## src/rtl/cond_flag_unit_if.sv

```systemverilog
// Execute-stage bus for cond_flag_unit: instruction controls and ALU outputs in,
// condition result, flag register and memory-stage pipeline register out.
interface cond_flag_unit_if #(
    parameter int WIDTH = 32,
    parameter int RA_W  = 4
);
    logic             Stall;
    logic             Flush;
    logic [3:0]       Cond;
    logic [3:0]       ALUFlags;
    logic [1:0]       FlagW;
    logic             PCS;
    logic             RegW;
    logic             MemW;
    logic             NoWrite;
    logic [WIDTH-1:0] ALUResult;
    logic [RA_W-1:0]  WA3;
    logic             CondEx;
    logic [3:0]       Flags;
    logic             PCSrcM;
    logic             RegWriteM;
    logic             MemWriteM;
    logic [WIDTH-1:0] ALUResultM;
    logic [RA_W-1:0]  WA3M;
    logic [31:0]      SquashCount;

    modport master (
        output Stall, Flush, Cond, ALUFlags, FlagW, PCS, RegW, MemW, NoWrite, ALUResult, WA3,
        input  CondEx, Flags, PCSrcM, RegWriteM, MemWriteM, ALUResultM, WA3M, SquashCount
    );

    modport slave (
        input  Stall, Flush, Cond, ALUFlags, FlagW, PCS, RegW, MemW, NoWrite, ALUResult, WA3,
        output CondEx, Flags, PCSrcM, RegWriteM, MemWriteM, ALUResultM, WA3M, SquashCount
    );
endinterface

```

## src/rtl/cond_flag_unit.sv

```systemverilog
// NZCV flag register, ARM condition evaluation and execute/memory pipeline register.
// Optional squashed-instruction counter enabled by defining COND_FLAG_SQUASH_CNT_EN.
module cond_flag_unit #(
    parameter int WIDTH = 32,
    parameter int RA_W  = 4
) (
    input  logic            clk,
    input  logic            reset_n,
    cond_flag_unit_if.slave bus
);

    // Flags are {N,Z,C,V}; condition is evaluated against the flags before this instruction.
    function automatic logic cond_pass(input logic [3:0] cond, input logic [3:0] nzcv);
        logic n;
        logic z;
        logic c;
        logic v;
        logic r;
        n = nzcv[3];
        z = nzcv[2];
        c = nzcv[1];
        v = nzcv[0];
        case (cond)
            4'b0000: r = z;
            4'b0001: r = ~z;
            4'b0010: r = c;
            4'b0011: r = ~c;
            4'b0100: r = n;
            4'b0101: r = ~n;
            4'b0110: r = v;
            4'b0111: r = ~v;
            4'b1000: r = c & ~z;
            4'b1001: r = ~c | z;
            4'b1010: r = (n == v);
            4'b1011: r = (n != v);
            4'b1100: r = ~z & (n == v);
            4'b1101: r = z | (n != v);
            default: r = 1'b1;
        endcase
        return r;
    endfunction

    logic [3:0]       flags_q,  flags_d;
    logic             pcsrc_q,  pcsrc_d;
    logic             regw_q,   regw_d;
    logic             memw_q,   memw_d;
    logic [WIDTH-1:0] result_q, result_d;
    logic [RA_W-1:0]  wa3_q,    wa3_d;

    logic cond_ex_s;
    logic pcs_g_s;
    logic reg_g_s;
    logic mem_g_s;
    logic flag_upd_s;

    // Condition evaluation and write-enable gating.
    always_comb begin
        cond_ex_s  = cond_pass(bus.Cond, flags_q);
        pcs_g_s    = bus.PCS & cond_ex_s;
        reg_g_s    = bus.RegW & ~bus.NoWrite & cond_ex_s;
        mem_g_s    = bus.MemW & cond_ex_s;
        flag_upd_s = cond_ex_s & ~bus.Stall & ~bus.Flush;
    end

    // Next-state for flags and pipeline register; Flush outranks Stall.
    always_comb begin
        flags_d  = flags_q;
        pcsrc_d  = pcsrc_q;
        regw_d   = regw_q;
        memw_d   = memw_q;
        result_d = result_q;
        wa3_d    = wa3_q;
        if (flag_upd_s) begin
            if (bus.FlagW[1]) begin
                flags_d[3:2] = bus.ALUFlags[3:2];
            end else begin
                flags_d[3:2] = flags_q[3:2];
            end
            if (bus.FlagW[0]) begin
                flags_d[1:0] = bus.ALUFlags[1:0];
            end else begin
                flags_d[1:0] = flags_q[1:0];
            end
        end else begin
            flags_d = flags_q;
        end
        if (bus.Flush) begin
            pcsrc_d  = 1'b0;
            regw_d   = 1'b0;
            memw_d   = 1'b0;
            result_d = {WIDTH{1'b0}};
            wa3_d    = {RA_W{1'b0}};
        end else if (bus.Stall) begin
            pcsrc_d  = pcsrc_q;
            regw_d   = regw_q;
            memw_d   = memw_q;
            result_d = result_q;
            wa3_d    = wa3_q;
        end else begin
            pcsrc_d  = pcs_g_s;
            regw_d   = reg_g_s;
            memw_d   = mem_g_s;
            result_d = bus.ALUResult;
            wa3_d    = bus.WA3;
        end
    end

    // Flag and pipeline state registers.
    always_ff @(posedge clk or negedge reset_n) begin
        if (!reset_n) begin
            flags_q  <= 4'b0000;
            pcsrc_q  <= 1'b0;
            regw_q   <= 1'b0;
            memw_q   <= 1'b0;
            result_q <= {WIDTH{1'b0}};
            wa3_q    <= {RA_W{1'b0}};
        end else begin
            flags_q  <= flags_d;
            pcsrc_q  <= pcsrc_d;
            regw_q   <= regw_d;
            memw_q   <= memw_d;
            result_q <= result_d;
            wa3_q    <= wa3_d;
        end
    end

`ifdef COND_FLAG_SQUASH_CNT_EN
    logic [31:0] squash_q, squash_d;

    // Count instructions that would have written something but failed their condition.
    always_comb begin
        if (~cond_ex_s & ~bus.Stall & ~bus.Flush & (bus.PCS | bus.RegW | bus.MemW)) begin
            squash_d = squash_q + 32'd1;
        end else begin
            squash_d = squash_q;
        end
    end

    // Squash counter register.
    always_ff @(posedge clk or negedge reset_n) begin
        if (!reset_n) begin
            squash_q <= 32'd0;
        end else begin
            squash_q <= squash_d;
        end
    end

    assign bus.SquashCount = squash_q;
`else
    assign bus.SquashCount = 32'd0;
`endif

    assign bus.CondEx     = cond_ex_s;
    assign bus.Flags      = flags_q;
    assign bus.PCSrcM     = pcsrc_q;
    assign bus.RegWriteM  = regw_q;
    assign bus.MemWriteM  = memw_q;
    assign bus.ALUResultM = result_q;
    assign bus.WA3M       = wa3_q;

endmodule

```

## src/flat_wrapper.sv

```systemverilog
// flat-port wrapper written by rule: the top's interface ports become plain ports
module cond_flag_unit_flat 
#(
    parameter int WIDTH = 32,
    parameter int RA_W  = 4
)
  (clk, reset_n, bus_Stall, bus_Flush, bus_Cond, bus_ALUFlags, bus_FlagW, bus_PCS, bus_RegW, bus_MemW, bus_NoWrite, bus_ALUResult, bus_WA3, bus_CondEx, bus_Flags, bus_PCSrcM, bus_RegWriteM, bus_MemWriteM, bus_ALUResultM, bus_WA3M, bus_SquashCount);
  cond_flag_unit_if #(.WIDTH(WIDTH), .RA_W(RA_W)) bus_i ();
  input  logic clk;
  input  logic reset_n;
  input wire logic [$bits(bus_i.Stall)-1:0] bus_Stall;
  input wire logic [$bits(bus_i.Flush)-1:0] bus_Flush;
  input wire logic [$bits(bus_i.Cond)-1:0] bus_Cond;
  input wire logic [$bits(bus_i.ALUFlags)-1:0] bus_ALUFlags;
  input wire logic [$bits(bus_i.FlagW)-1:0] bus_FlagW;
  input wire logic [$bits(bus_i.PCS)-1:0] bus_PCS;
  input wire logic [$bits(bus_i.RegW)-1:0] bus_RegW;
  input wire logic [$bits(bus_i.MemW)-1:0] bus_MemW;
  input wire logic [$bits(bus_i.NoWrite)-1:0] bus_NoWrite;
  input wire logic [$bits(bus_i.ALUResult)-1:0] bus_ALUResult;
  input wire logic [$bits(bus_i.WA3)-1:0] bus_WA3;
  output wire logic [$bits(bus_i.CondEx)-1:0] bus_CondEx;
  output wire logic [$bits(bus_i.Flags)-1:0] bus_Flags;
  output wire logic [$bits(bus_i.PCSrcM)-1:0] bus_PCSrcM;
  output wire logic [$bits(bus_i.RegWriteM)-1:0] bus_RegWriteM;
  output wire logic [$bits(bus_i.MemWriteM)-1:0] bus_MemWriteM;
  output wire logic [$bits(bus_i.ALUResultM)-1:0] bus_ALUResultM;
  output wire logic [$bits(bus_i.WA3M)-1:0] bus_WA3M;
  output wire logic [$bits(bus_i.SquashCount)-1:0] bus_SquashCount;
  assign bus_i.Stall = bus_Stall;
  assign bus_i.Flush = bus_Flush;
  assign bus_i.Cond = bus_Cond;
  assign bus_i.ALUFlags = bus_ALUFlags;
  assign bus_i.FlagW = bus_FlagW;
  assign bus_i.PCS = bus_PCS;
  assign bus_i.RegW = bus_RegW;
  assign bus_i.MemW = bus_MemW;
  assign bus_i.NoWrite = bus_NoWrite;
  assign bus_i.ALUResult = bus_ALUResult;
  assign bus_i.WA3 = bus_WA3;
  assign bus_CondEx = bus_i.CondEx;
  assign bus_Flags = bus_i.Flags;
  assign bus_PCSrcM = bus_i.PCSrcM;
  assign bus_RegWriteM = bus_i.RegWriteM;
  assign bus_MemWriteM = bus_i.MemWriteM;
  assign bus_ALUResultM = bus_i.ALUResultM;
  assign bus_WA3M = bus_i.WA3M;
  assign bus_SquashCount = bus_i.SquashCount;
  cond_flag_unit #(.WIDTH(WIDTH), .RA_W(RA_W)) u_core (.clk(clk), .reset_n(reset_n), .bus(bus_i));
endmodule
```

## config.mk

```make
export PLATFORM = sky130hd
export DESIGN_NAME = cond_flag_unit_flat
export DESIGN_NICKNAME = d
export VERILOG_FILES = /design/src/rtl/cond_flag_unit_if.sv /design/src/rtl/cond_flag_unit.sv /design/src/flat_wrapper.sv
export SDC_FILE = /design/constraint.sdc
export NUM_CORES = 1
export LEC_CHECK = 0
export ABC_AREA = 0
export BUFFER_PORTS_ARGS = -buffer_cell sky130_fd_sc_hd__buf_2
export CAP_MARGIN = 20
export CORE_UTILIZATION = 42
export CTS_CLUSTER_SIZE = 12
export DETAILED_ROUTE_END_ITERATION = 8
export PLACE_DENSITY_LB_ADDON = 0.1
export SETUP_SLACK_MARGIN = 0.15
export SLEW_MARGIN = 10
export SYNTH_ARGS = -nofsm -noshare
export SYNTH_HDL_FRONTEND = slang
export SYNTH_SLANG_ARGS = --single-unit
```

## constraint.sdc

```tcl
create_clock -name clk -period 2.7 [get_ports clk]
set_clock_uncertainty 0.2 [all_clocks]
set_input_delay 0.54 -clock clk [delete_from_list [all_inputs] [get_ports clk]]
set_output_delay 0.54 -clock clk [all_outputs]
set_load 0.01 [all_outputs]
```

Word level (Yosys, flattened, before mapping)
Index checks and enable logic that the tools add are counted.
W data, S select, Z words.
{ "word_totals": {"reg_bits": 43, "output_inout_bits": 76, "elab_cells": 54} }
{ "op_classes": {"eq_ne": 16, "mux": 11, "n_bitwise": 17, "n_reduce_logical": 3} }
{ "ops": {"columns": ["op", "count"], "rows": [
  ["$mux W32", 2],
  ["$eq A4 B4 Y1 const B", 6],
  ["$eq A4 B3 Y1 const B", 4],
  ["$pmux W1 S14", 1],
  ["$and A1 B1 Y1", 8],
  ["$eq A4 B2 Y1 const B", 2],
  ["$mux W4", 2],
  ["$not A1 Y1", 7],
  ["$mux W1", 6],
  ["$eq A4 B1 Y1 const B", 1],
  ["$logic_not A4 Y1", 1],
  ["$reduce_and A2 Y1", 2],
  ["$ne A2 B1 Y1 const B", 1],
  ["$or A1 B1 Y1", 2],
  ["$eq A1 B1 Y1", 1],
  ["$ne A1 B1 Y1", 1]
]} }

Logic depth before layout (Yosys ltp)
{ "logic_depth": {"word_depth": 6, "depth_mapped": 5, "ltp_nobuf": 5} }

Worst setup path before layout
No wires, ideal clock.
{ "synth_timing": {"path_type": "input port to output port", "startpoint": "input port bus_Cond[1]", "endpoint": "output port bus_CondEx", "arrival_ps": 1448, "path_slack_ps": 512, "cell_stages": 4, "path_buffers": 0, "path_cell_list": "mux2i_1 > mux2i_1 > o221ai_2 > or2_2"} }
{ "synth_between": {"elab_chain_cells": 2, "word_cells_on_any_way": 15, "cone_classes": "eq/ne: 13; mux: 1; reduce/logical: 1"} }
{ "synth_rtl": {"columns": ["item", "line_no", "text"], "rows": [
  ["from (decl)", "flat_wrapper.sv:13", "input wire logic [$bits(bus_i.Cond)-1:0] bus_Cond;"],
  ["$eq A4 B4 Y1, or another cell as far along", "cond_flag_unit.sv:23", "case (cond)"],
  ["$pmux W1 S14 (*)", "cond_flag_unit.sv:23", null],
  ["to (decl)", "flat_wrapper.sv:22", "output wire logic [$bits(bus_i.CondEx)-1:0] bus_CondEx;"]
]} }
Every way passes the cells marked *; elsewhere a longest branch is shown, timed or not.

Worst setup path after layout
{ "layout_timing": {"startpoint": "register u_core.flags_q[0] (netlist: u_core.bus.Flags[0])", "endpoint": "output port bus_CondEx"} }
{ "layout_between": {"elab_chain_cells": 3, "word_cells_on_any_way": 6, "cone_classes": "eq/ne: 2; mux: 1; bitwise: 3"} }
{ "layout_rtl": {"columns": ["item", "line_no", "text"], "rows": [
  ["from (decl)", "cond_flag_unit.sv:43", "logic [3:0] flags_q, flags_d;"],
  ["from (signal assigned)", "cond_flag_unit.sv:118", "flags_q <= flags_d;"],
  ["$ne A1 B1 Y1 / $eq A1 B1 Y1 (equally long branches)", null, null],
  ["$or A1 B1 Y1 / $and A1 B1 Y1 (equally long branches)", "cond_flag_unit.sv:37, cond_flag_unit.sv:36", null],
  ["$pmux W1 S14 (*)", "cond_flag_unit.sv:23", null]
]} }
Marks and branches as above.

==> key figures <==
Run status
  – Status: finished clean

Die
  – Total die area: 5512 sq um
  – Die Ht: 74.25 microns
  – Standard-cell row count: 25
  – Die Wd: 74.25 microns
  – Placeable Area: 4880 sq um
  – Io pins: 130
  – Starting density of the core: 44.92%

Synth
  – Cell Area, Synth: 2192 sq um
  – EDFF count, synth: 0
  – Largest family of logic cells by synthesized area: multiplexers
  – Post-synthesis mux area share: 21.06%
  – Most common cell in the netlist: dfrtp_1
  – Post-synthesis cell type count: 25
  – Main synth FF type: dfrtp_1
  – Synth Area in Adders: 0%
  – Ys async rst share: 100.0%
  – Yosys top cell by area: dfrtp_1
  – Synth Area in Compound Gates: 5.251%
  – Main area contributors after synthesis: dfrtp_1, mux2i_1, buf_4, nor2_1, mux2_4
  – Sequential fraction of the synthesis area: 49.09%
  – Post-Syn Area per Cell: 11.13 sq um
  – Post-synthesis instance total: 197
  – Synth top area share: 49.09%
  – Register bit count reported by yosys: 43
  – Post-synth top cells: dfrtp_1, mux2i_1, nor2_1
  – Synth Warn #: 0
  – Xor/xnor share of the synthesized area: 0.7991%
  – Post-Synth Simple-Gate Area: 10.96%

STA
  – Final setup fails: 0
  – Hold Slack: 5.245 ps
  – Final Hold Viols: 0
  – Max Fclk: 0.4058 GHz
  – Period utilization: 91.27%
  – Post-route setup TNS: 0 ps
  – RSZ-0062 raised after global routing: false
  – Final min period: 2464 ps
  – Count of pins over their slew limit: 0

Min path
  – Class of the tightest hold or removal check: input pin to asynchronous set/reset pin

Finish
  – Area grow syn2layout: 28.48%
  – Core Util, Final: 57.72%
  – Post-route cell area: 2816 sq um
  – Antenna cells: 0
  – Fin nets: 352
  – Fill cells: 440
  – Layout cells sized above 1: 42.14%

Worst setup path
  – Critical Path AT: 1720 ps
  – CP delay by family, top: flip-flops
  – Worst setup path class: flop to primary output
  – Worst path cell trace: xor2_4 > mux2_2 > o2bb2ai_4 > or2_4 > buf_6
  – Buf+Inv Stages, Crit Path: 1
  – CP max stage cell: dfrtp_2
  – Reg2Reg Setup Slack: 580 ps
  – CP Capture Type: primary output
  – Max incr delay on CP: 470 ps
  – CP Data Required Time: 1960 ps
  – CP Max Fanout: 4
  – Kind of start point of the critical path: flop

Placed design
  – Routability cong.: 0.6786
  – Buffers on Ports: 97
  – Post-DP Area: 2648 sq um
  – Post-DP HPWL: 3132 microns

Route
  – Vias/cell: 4.530
  – Post-DRT Antenna Nets: 0
  – DR vias: 1658
  – Avg WL per Cell: 12.05 microns
  – Final wirelength: 4409 microns
  – First-pass DRT Iterations: 4
  – Initial drt markers: 38
  – Post-route DRC violation count: 0

GRT
  – Largest net degree at the start of global routing: 44
  – Vias in the first global route: 1523
  – Global-route wire length before repair: 6913 microns
  – Grt ovf: 0
  – Initial antenna violation count: 0
  – Total track usage: 16.86%

Clock tree
  – Worst skew pair latency: 280 ps
  – CTS tree: done
  – Clock Path Buffers: 2
  – CTS Sinks: 43
  – Cts hold-fix bufs: 0
  – Clk pin slew, worst setup/hold paths: 80 ps
  – CTS Buf Count: 5
  – H-tree Lvls: 2
  – Root buffer cell: clkbuf_8

Power
  – Leak: 1.600 nW
  – Pwr Total: 1.703 mW
  – Power Density: 604.8 nW/um^2
  – Max rail drop VDD: 0.0003850 V

Job
  – Maxcap violations: 0
-- layer usage --
| metal | GRT usage, % | up-vias | part of all wire, % |
|---|---|---|---|
| met5 | 0 | - | 0 |
| met4 | 5.031 | 0 | 1.2 |
| met3 | 6.775 | 5 | 9.2 |
| met2 | 30.10 | 77 | 51 |
| met1 | 18.42 | 790 | 39 |
| li1 | - | 786 | - |
-- sequential cells by signal, summed over array words and instances (netlist names) --
signal,count
u_core.bus.ALUResultM,32
u_core.bus.Flags,4
u_core.bus.WA3M,4
u_core.bus.MemWriteM,1
u_core.bus.PCSrcM,1
u_core.bus.RegWriteM,1
-- worst reg2reg max path: stages, from the launching register on --
cell       delay (ps)
dfrtp_2           470
xor2_4            220
mux2_2            380
o2bb2ai_4         150
buf_4             150
o211ai_2          120
mux2_4            320
-- logic make-up (layout without fill, tap and decap cells) --
group | after synthesis | after routing
AOI/OAI and AO/OA | 11 | 11
xor gates and xnor gates | 2 | 2
buffers and inverters | 41 | 112
DFF | 43 | 43
muxes | 44 | 44
other | 1 | 32
and+or+nand+nor | 55 | 55
-- cells in the final DEF (no fill, tap or decap), types with 3 or more instances in the layout --
master,n
mux2_4,4
a21oi_1,3
buf_2,96
nor2b_1,3
buf_4,5
nor2_1,39
nand2_1,5
conb_1,32
clkbuf_8,5
dfrtp_1,41
mux2i_1,39
-- report_power, final --
group / internal (mW) / switching [mW] / total [mW] / leakage (nW)
sequential: 0.710 / 0.0689 / 0.779 / 0.564
combinational: 0.282 / 0.255 / 0.537 / 0.994
clock: 0.181 / 0.207 / 0.387 / 0.0412
total: 1.17 / 0.530 / 1.70 / 1.60
-- repair_timing --
action,CTS,global route
gates resized for setup,4,4
buffers inserted,2,2
setup endpoints to repair,1,1
hold endpoints to repair,0,0
pin swaps,2,0
-- path summary, 6_finish.rpt --
path	end	cells after the start	from
setup reg to reg	u_core.bus.Flags[0]$_DFFE_PN0P_	6	u_core.bus.Flags[0]$_DFFE_PN0P_
min in group clk	u_core.bus.Flags[1]$_DFFE_PN0P_	2	bus_ALUFlags[1]
setup / recovery	bus_CondEx	5	u_core.bus.Flags[0]$_DFFE_PN0P_
max in group asynchronous	u_core.bus.Flags[0]$_DFFE_PN0P_	2	reset_n
hold / removal	u_core.bus.ALUResultM[0]$_DFFE_PN0P_	2	reset_n
hold reg to reg	u_core.bus.ALUResultM[28]$_DFFE_PN0P_	2	u_core.bus.ALUResultM[28]$_DFFE_PN0P_
-- stage by stage --
| step | worst slack, ps | instances |
|---|---|---|
| 5_1_grt | 151.2 | 366 |
| 2_1_floorplan | 512.1 | 228 |
| 3_3_place_gp | 202.8 | 354 |
| 6_report | 235.8 | 366 |
| 3_5_place_dp | 184.4 | 354 |
| 4_1_cts | 173.7 | 364 |
-- cell type report --
type | count | area [sq um] | area share (%)
Clock inverter | 2 | 12.51 | 0.4442
Sequential cell | 43 | 1079 | 38.29
Timing Repair Buffer | 104 | 569.3 | 20.21
Tap cell | 67 | 83.83 | 2.976
Multi-Input combinational cell | 144 | 999.7 | 35.50
Clock buffer | 6 | 72.57 | 2.577
Note: power is estimated with default switching activity, not from simulation.
